### src/rtl/led_pattern_sched.sv
// Round-robin arbiter and step sequencer for the two user LEDs.
// Two requesters each offer a multi-step 2-bit pattern. The winner's pattern is
// latched and played one step per TICK_DIV cycles. A dark gap of TICK_DIV
// cycles follows each pattern before the next grant can be made.
module led_pattern_sched #(
  parameter int unsigned TICK_DIV = 25_000_000,
  parameter int unsigned STEPS    = 8
) (
  input  logic               clk,
  input  logic               rst,
  input  logic               req_a,
  input  logic [2*STEPS-1:0] pat_a,
  input  logic               req_b,
  input  logic [2*STEPS-1:0] pat_b,
  output logic               grant_a,
  output logic               grant_b,
  output logic               done,
  output logic               busy,
  output logic               led0,
  output logic               led1
);

  localparam int unsigned TickW = $clog2(TICK_DIV);
  localparam int unsigned StepW = $clog2(STEPS);
  localparam logic [TickW-1:0] TickMax = TickW'(TICK_DIV - 1);
  localparam logic [StepW-1:0] StepMax = StepW'(STEPS - 1);

  localparam logic [1:0] StIdle = 2'd0;
  localparam logic [1:0] StRun  = 2'd1;
  localparam logic [1:0] StGap  = 2'd2;

  logic [1:0]         state_q, state_d;
  logic [TickW-1:0]   tick_q, tick_d;
  logic [StepW-1:0]   step_q, step_d;
  logic [StepW-1:0]   step_nxt;
  logic [2*STEPS-1:0] pat_q, pat_d;
  logic               last_b_q, last_b_d;  // 1: B was granted most recently
  logic               grant_a_q, grant_a_d;
  logic               grant_b_q, grant_b_d;
  logic               done_q, done_d;
  logic [1:0]         led_q, led_d;        // {led1, led0}
  logic               pick_a, pick_b;

  // Ties go to whichever requester was not granted last.
  assign pick_a   = req_a & (~req_b | last_b_q);
  assign pick_b   = req_b & (~req_a | ~last_b_q);
  assign step_nxt = step_q + 1'b1;

  // Next-state logic: arbitration in IDLE, step sequencing in RUN, dark gap in GAP.
  always_comb begin
    state_d   = state_q;
    tick_d    = tick_q;
    step_d    = step_q;
    pat_d     = pat_q;
    last_b_d  = last_b_q;
    grant_a_d = 1'b0;
    grant_b_d = 1'b0;
    done_d    = 1'b0;
    led_d     = 2'b00;
    case (state_q)
      StIdle: begin
        if (pick_a) begin
          grant_a_d = 1'b1;
          pat_d     = pat_a;
          last_b_d  = 1'b0;
          led_d     = pat_a[1:0];
          tick_d    = '0;
          step_d    = '0;
          state_d   = StRun;
        end else if (pick_b) begin
          grant_b_d = 1'b1;
          pat_d     = pat_b;
          last_b_d  = 1'b1;
          led_d     = pat_b[1:0];
          tick_d    = '0;
          step_d    = '0;
          state_d   = StRun;
        end
      end
      StRun: begin
        if (tick_q == TickMax) begin
          tick_d = '0;
          if (step_q == StepMax) begin
            done_d  = 1'b1;
            state_d = StGap;
          end else begin
            step_d = step_nxt;
            led_d  = pat_q[{step_nxt, 1'b0} +: 2];
          end
        end else begin
          tick_d = tick_q + 1'b1;
          led_d  = pat_q[{step_q, 1'b0} +: 2];
        end
      end
      StGap: begin
        if (tick_q == TickMax) begin
          tick_d  = '0;
          state_d = StIdle;
        end else begin
          tick_d = tick_q + 1'b1;
        end
      end
      default: state_d = StIdle;
    endcase
  end

  // State and registered outputs; reset wins over everything, mid-pattern included.
  always_ff @(posedge clk) begin
    if (rst) begin
      state_q   <= StIdle;
      tick_q    <= '0;
      step_q    <= '0;
      pat_q     <= '0;
      last_b_q  <= 1'b1;
      grant_a_q <= 1'b0;
      grant_b_q <= 1'b0;
      done_q    <= 1'b0;
      led_q     <= 2'b00;
    end else begin
      state_q   <= state_d;
      tick_q    <= tick_d;
      step_q    <= step_d;
      pat_q     <= pat_d;
      last_b_q  <= last_b_d;
      grant_a_q <= grant_a_d;
      grant_b_q <= grant_b_d;
      done_q    <= done_d;
      led_q     <= led_d;
    end
  end

  assign grant_a = grant_a_q;
  assign grant_b = grant_b_q;
  assign done    = done_q;
  assign busy    = (state_q != StIdle);
  assign led0    = led_q[0];
  assign led1    = led_q[1];

endmodule

### config.mk
export PLATFORM = sky130hd
export DESIGN_NAME = led_pattern_sched
export DESIGN_NICKNAME = d
export VERILOG_FILES = /design/src/rtl/led_pattern_sched.sv
export SDC_FILE = /design/constraint.sdc
export NUM_CORES = 1
export LEC_CHECK = 0
export ABC_AREA = 1
export BUFFER_PORTS_ARGS = -buffer_cell sky130_fd_sc_hd__buf_2
export CAP_MARGIN = 10
export CORE_MARGIN = 10
export CORE_UTILIZATION = 50
export CTS_BUF_LIST = sky130_fd_sc_hd__clkbuf_16
export DETAILED_ROUTE_END_ITERATION = 8
export PLACE_DENSITY_LB_ADDON = 0.3
export SLEW_MARGIN = 0
export SYNTH_ARGS = -nofsm -noshare
export SYNTH_HDL_FRONTEND = slang
export SYNTH_SLANG_ARGS = --single-unit
### constraint.sdc
create_clock -name clk -period 3.71 [get_ports clk]
set_input_delay 0.1855 -clock clk [delete_from_list [all_inputs] [get_ports clk]]
set_output_delay 0.1855 -clock clk [all_outputs]
set_load 0.01 [all_outputs]
**Yosys cells after proc, flatten, opt, wreduce, memory -nomap -nowiden**

Index checks and enable logic that the tools add are counted.

- Output and inout bits: 6
- Register bits: 52
- Word-level logic and storage cells: 72
- Bits of input ports: 36

- Shift-type cells: 2
- Bitwise logic cells: 10
- Muxes and demuxes: 27
- Eq/ne operators: 9
- Reduce and logical (&&, ||, !) cells: 13
- Add/subtract/negate cells: 2

Operator list:

| cell | count |
|---|---|
| two-way mux 25 bit | 3 |
| case mux 25 bit (2 select lines) | 1 |
| two-way mux 16 bit | 2 |
| variable part select 16 x 5 -> 2 bit | 2 |
| adder 25 x 1 -> 25 bit (second input constant) | 1 |
| == test 25 bit (second input constant) | 1 |
| two-way mux 2 bit | 9 |
| two-way mux 3 bit | 4 |
| inequality test 2 bit (second input constant) | 4 |
| AND reduction 4 bit | 2 |
| nonzero test 2 bit | 4 |
| inverter 1 bit | 6 |
| case mux 2 bit (3 select lines) | 1 |
| case mux 3 bit (2 select lines) | 1 |
| OR reduction 3 bit | 2 |
| two-way mux 1 bit | 5 |
| case mux 2 bit (2 select lines) | 1 |
| AND reduction 2 bit | 2 |
| OR reduction 2 bit | 2 |
| adder 3 x 1 -> 3 bit (second input constant) | 1 |
| == test 3 bit (second input constant) | 1 |
| inequality test 3 bit (second input constant) | 1 |
| bitwise AND 1 bit | 2 |
| == test 2 x 1 -> 1 bit (second input constant) | 1 |
| other kinds (3) | 4 |

**Depth between registers and ports, before layout**

- Word-level depth: 6
- Gate-level depth with buffers: 12
- Depth with buffers taken out: 11

**Worst setup path before layout**

OpenSTA, ideal clock, no wires.

- Kind: reg-to-reg
- Start point: reg state_q[0]
- End point: reg tick_q[14]
- Path buffers: 1
- Setup time: 116 ps
- Arrival: 1,530 ps
- Setup slack: 2,064 ps
- Clock period less this slack: 1,646 ps
- Stages on the path, launching flop included: 9
- Path through: dfxtp_1 -> inv_1 -> ha_1 -> or2_2 -> nand2_4 -> buf_6 -> nor3_1 -> o21ai_0 -> nor2_1

- Cells in the longest elaborated chain, start to end: 4
- Elaborated cells on any way between the ends: 8
- Classes of those cells: eq/ne: 3; mux: 1; reduce/logical: 4

Ends and longest elaborated chain:

| element | line | text |
|---|---|---|
| start: declaration | 32 | `logic [1:0] state_q, state_d;` |
| start signal: assignment | 110 | `state_q <= StIdle;` |
| start signal: assignment | 120 | `state_q <= state_d;` |
| == test 2 bit or == test 2 x 1 -> 1 bit (tied branches) | 60 | `case (state_q)` |
| OR reduction 2 bit (no source line) | -- |  |
| nonzero test 2 bit (no source line) | -- |  |
| AND reduction 2 bit (no source line) | -- |  |
| end signal: assignment | 121 | `tick_q <= tick_d;` |
| end: declaration | 33 | `logic [TickW-1:0] tick_q, tick_d;` |

Parallel ways exist; a longest one is shown, timed or not.
A chain may end at the register's enable or synchronous reset.

**Worst setup path in the final report**

- Start point: reg last_b_q
- End point: reg led_q[0]

- Cells in the longest elaborated chain, start to end: 6
- Elaborated cells on any way between the ends: 8
- Classes of those cells: mux: 3; bitwise: 5

Ends and longest elaborated chain:

| element | line | text |
|---|---|---|
| start: declaration | 37 | `logic last_b_q, last_b_d;` |
| start signal: assignment | 124 | `last_b_q <= last_b_d;` |
| inverter 1 bit | 46 | `assign pick_b = req_b & (~req_a \| ~last_b_q);` |
| OR 1 bit | 46 |  |
| bitwise AND 1 bit | 46 |  |
| two-way mux 2 bit | 70 | `end else if (pick_b) begin` |
| two-way mux 2 bit * | 62 | `if (pick_a) begin` |
| case mux 2 bit (2 select lines) * | 60 |  |
| end signal: assignment | 128 | `led_q <= led_d;` |
| end: declaration | 41 | `logic [1:0] led_q, led_d;` |

Every way passes the cells marked *; elsewhere a longest branch is shown, timed or not.

==> results.txt <==
- In the final layout, the share of cells above drive strength 1 is 0.138.
* Clock root buffer: sky130_fd_sc_hd__clkbuf_16
- Proportion of synthesized flip-flops having asynchronous set or reset: 0
- Origin of the worst min-delay path: pat_b[13]
- Placer Congestion: around 0.90
- After floorplanning, the core was divided into 28 placement rows.
- DR WL/cell: roughly 13 um
- Number of synthesized flops with an enable pin: 0
- WP data required: 3.95 ns
- Longest individual stage delay on the worst path: roughly 0.53 ns
- Antenna violations before repair: 0
* Mapped Cells: 487
* Setup TNS: 0 ns
* Setup ws final: 1.47 ns
- Measured against its own limit, the worst slew margin works out to 0.547.
* Number of cells traversed by the worst register-to-register path: 10
- The share of total power dissipated in sequential elements is 0.373.
- Global routing finished with a remaining overflow of 0.
* Post-Syn Area: 3140 sq um
* Count of routing violations after the opening detailed-route iteration: between 200 and 300
- Ant. Diodes: 0
- Of the total synthesized cell area, the portion taken by full adders, half adders and majority gates is 0.0239.
- R2r startpoint: last_b_q$_SDFFE_PP1P_
- Mux share of post-synthesis cell area: 0
- The share of the Yosys chip area taken by registers is 0.331.
* Proportion of power drawn by combinational gates: 0.396
- Worst setup slack for register-to-register paths: about 1.5 ns
- Buffers inserted during clock tree synthesis total 5.
- The worst hold path passes through 3 cells.
- For this design the ratio of total power to cell area is 569 nW/um^2.
- Of the available clock period, the critical path in the final layout requires 0.604.
- In this run the static leakage power is 1.54 nW.
- Final antenna-violating net count: 0
* Post_cts resized: 0
- Measured along the y axis, the die boundary spans 99.3 um.
* Number of DRC violations after detailed routing: 0
- Destination of the worst register-to-register timing path: led_q[0]$_SDFF_PP0_
* Min Tclk post-route: 2.24 ns
- Compared with the post-synthesis result, the final layout area differs by 11.3%.
- Clock-pin slew was measured on the worst setup and hold paths at 0.07 ns.
* Final setup skew: 0.00426 ns
* Metal-1 WL: 3750 um
- Compound-cell area share of the yosys netlist: 0.135
- Setup repair after global routing left no endpoint under its margin.
- The count of final max-slew check failures came to 0.
* Number of different library cells in the post-synthesis netlist: 39
* Overall die width: about 99 um
- The first global-routing pass estimated 13,400 um of wire.
* Top metal layer carrying routed signals: met4
- TritonCTS built the clock tree.
- Most frequent standard cell in the layout excluding fill and tap cells: sky130_fd_sc_hd__nand2_1
- Status: finished, final reports clean
- Leading register cell type out of synthesis: sky130_fd_sc_hd__dfxtp_1
* Input/output buffers: 41
* Number of global-route vias before repair: 3,013
- The analysis attributes to net switching a power of approximately 0.83 mW.
- Number of nets produced by synthesis: around 530
- In the detailed route, the total length drawn on met2 is between 3000 and 4000 um.
* Via density: ~5.4
* Number of storage elements in the synthesis netlist: 52
- Max-cap check violation count: 0
* Largest fanout on the critical path: 29
- Maximum vdd ir drop: 0.407 mV
* Final hold violation count: 0
* Filler Cells Inserted: between 500 and 600
- The top cell types in the final layout, fill and taps aside, are 142 x sky130_fd_sc_hd__nand2_1, 57 x sky130_fd_sc_hd__inv_1, 57 x sky130_fd_sc_hd__nor2_1.
- Simple-gate portion of the synthesized area: 0.392
* Max Root-Sink Buffers: 2
- Entering global routing, the biggest net connects 30 pins.
- Peak Freq: 447 MHz
* Number of synthesis warnings: 0
- The final layout contains routed wiring with a total length of 7760 um.
- DRT Pass-1 Iters: 6
- Detailed placement ended at an HPWL of between 5000 and 6000 um.
- Fin nets: 561
- Slowest cell on the critical path: sky130_fd_sc_hd__inv_1
- The share of total power dissipated in the clock network is 0.231.
- The worst setup path is captured at a flip-flop.
* Total GRT Usage: 0.157
* Kind of critical path: reg -> reg
- The critical path goes through inv_1, nand2_1, nand2_1, nand2_1, nand2_2, inv_1, nand2_1, nand3_1, nand2_1, inv_1.
- Endpoint arrival time on the critical path: 2.48 ns
* IO Count: 42
- In this run the number of H-tree levels came out at 2.
* Buffers inserted by post-CTS timing repair: 0
* Main combinational cell family by area after synthesis: simple AND/OR/NAND/NOR gates
* Setup slack after placement: 1.47 ns
- The initial utilization of the core area, before any placement, comes to 0.522.
- By instance count, the cell type seen most on the critical path is sky130_fd_sc_hd__nand2_1.
- Setup Viol. Count Final: 0
- Total die area: 9860 sq um
- The worst setup path is launched from a flip-flop.
- Detailed routing inserted a total of 3,209 vias.
- For hold timing, the worst endpoint is pat_q[13]$_SDFFE_PP0P_.
- Synthesized-area fraction occupied by xor and xnor cells: 0.0195
- Clk Latency, worst-skew pair: 0.29 ns
- The average instance in the mapped netlist occupies between 6 and 7 sq um.
* Number of buffers inserted for hold repair after clock tree synthesis: 0
- Worst Hold Class: in -> reg
- Floorplan core area: 6030 sq um
- Counting every sink on the clock net gives 52.
- Of the total power, the share spent switching nets is 0.416.
* Worst-Margin Slew: around 0.68 ns
- Internal power comes to 1.16 mW.
- Detailed routing placed a total of 754 um of wire on met3.
[sequential cells by signal, summed over array words and instances (netlist names)]
signal    flops
led_q         2
pat_q        16
step_q        3
state_q       2
done          1
last_b_q      1
grant_a       1
tick_q       25
grant_b       1
[critical path: cells and delay by family (launching register included)]
| kind | cells | cell delay [ns] |
|---|---|---|
| and+or+nand+nor | 7 | 1.17 |
| buffers and inverters | 3 | 0.66 |
| DFF | 1 | 0.34 |
[how the worst max path moves through the flow]
stage                                         end                     from  slack [ns]  depth (start not counted)
after floorplan           tick_q[14]$_SDFFE_PP0P_  state_q[0]$_SDFFE_PP0P_        2.06                          8
after global placement        led_q[0]$_SDFF_PP0_    last_b_q$_SDFFE_PP1P_        1.68                         10
after detailed placement      led_q[0]$_SDFF_PP0_    last_b_q$_SDFFE_PP1P_        1.47                         10
after CTS                     led_q[0]$_SDFF_PP0_    last_b_q$_SDFFE_PP1P_        1.45                         10
after global routing          led_q[0]$_SDFF_PP0_    last_b_q$_SDFFE_PP1P_        1.17                         10
final                         led_q[0]$_SDFF_PP0_    last_b_q$_SDFFE_PP1P_        1.47                         10
[cells in the mapped netlist, types with 7 or more instances]
cell type,n,share of area
sky130_fd_sc_hd__a21oi_1,16,0.025
sky130_fd_sc_hd__a31oi_1,14,0.028
sky130_fd_sc_hd__clkbuf_1,8,0.0096
sky130_fd_sc_hd__dfxtp_1,52,0.33
sky130_fd_sc_hd__inv_1,56,0.067
sky130_fd_sc_hd__nand2_1,142,0.17
sky130_fd_sc_hd__nand2_2,7,0.014
sky130_fd_sc_hd__nand3_1,30,0.048
sky130_fd_sc_hd__nor2_1,57,0.068
sky130_fd_sc_hd__nor3_1,14,0.022
sky130_fd_sc_hd__o211ai_1,9,0.021
sky130_fd_sc_hd__o21ai_0,29,0.046
sky130_fd_sc_hd__xor2_1,7,0.020
[cell type report]
type                    instances  area [sq um]  share of cell area
well taps                      75          93.8              0.0268
flip-flops and latches         52          1040               0.298
clock inverters                 3          20.0             0.00572
inverters                      58           218              0.0623
repair buffers                 41           205              0.0587
multi-input cells             361          1790               0.513
clock buffers                   5           125              0.0358
[metrics by stage]
| stage | util | std cells | total power, mW | hold WS, ns | instance area [sq um] |
|---|---|---|---|---|---|
| CTS | 0.580 | 595 | 1.99 | 0.157 | 3500 |
| finish | 0.580 | 595 | 1.99 | 0.156 | 3500 |
| floorplan | - | 487 | 1.38 | 0.255 | 3140 |
| global route | 0.580 | 595 | 2.15 | 0.161 | 3500 |
| global placement | 0.556 | 587 | 1.50 | 0.453 | 3350 |
| detailed placement | 0.556 | 587 | 1.53 | 0.459 | 3350 |
[power groups by stage]
stage,clock network (mW),logic [mW],registers [mW]
final,0.460,0.788,0.743
after global routing,0.492,0.901,0.755
after CTS,0.467,0.784,0.740
after detailed placement,0,0.779,0.751
after global placement,0,0.752,0.751
after floorplan,0,0.662,0.719
[cells by family (layout without fill, tap and decap cells)]
family                     count (synthesis)  count (layout)
adders and majority gates                  6               6
xor gates and xnor gates                   7               7
DFF                                       52              52
and+or+nand+nor                          275             275
buffers and inverters                     74             107
AOI/OAI and AO/OA                         73              73
[routing by layer]
metal / vias to the layer above / GRT usage
met4: 0 / 0.0408
met5: - / 0
met1: 1424 / 0.214
met2: 150 / 0.229
li1: 1630 / -
met3: 5 / 0.0547
Power figures use the tool's default switching activity.
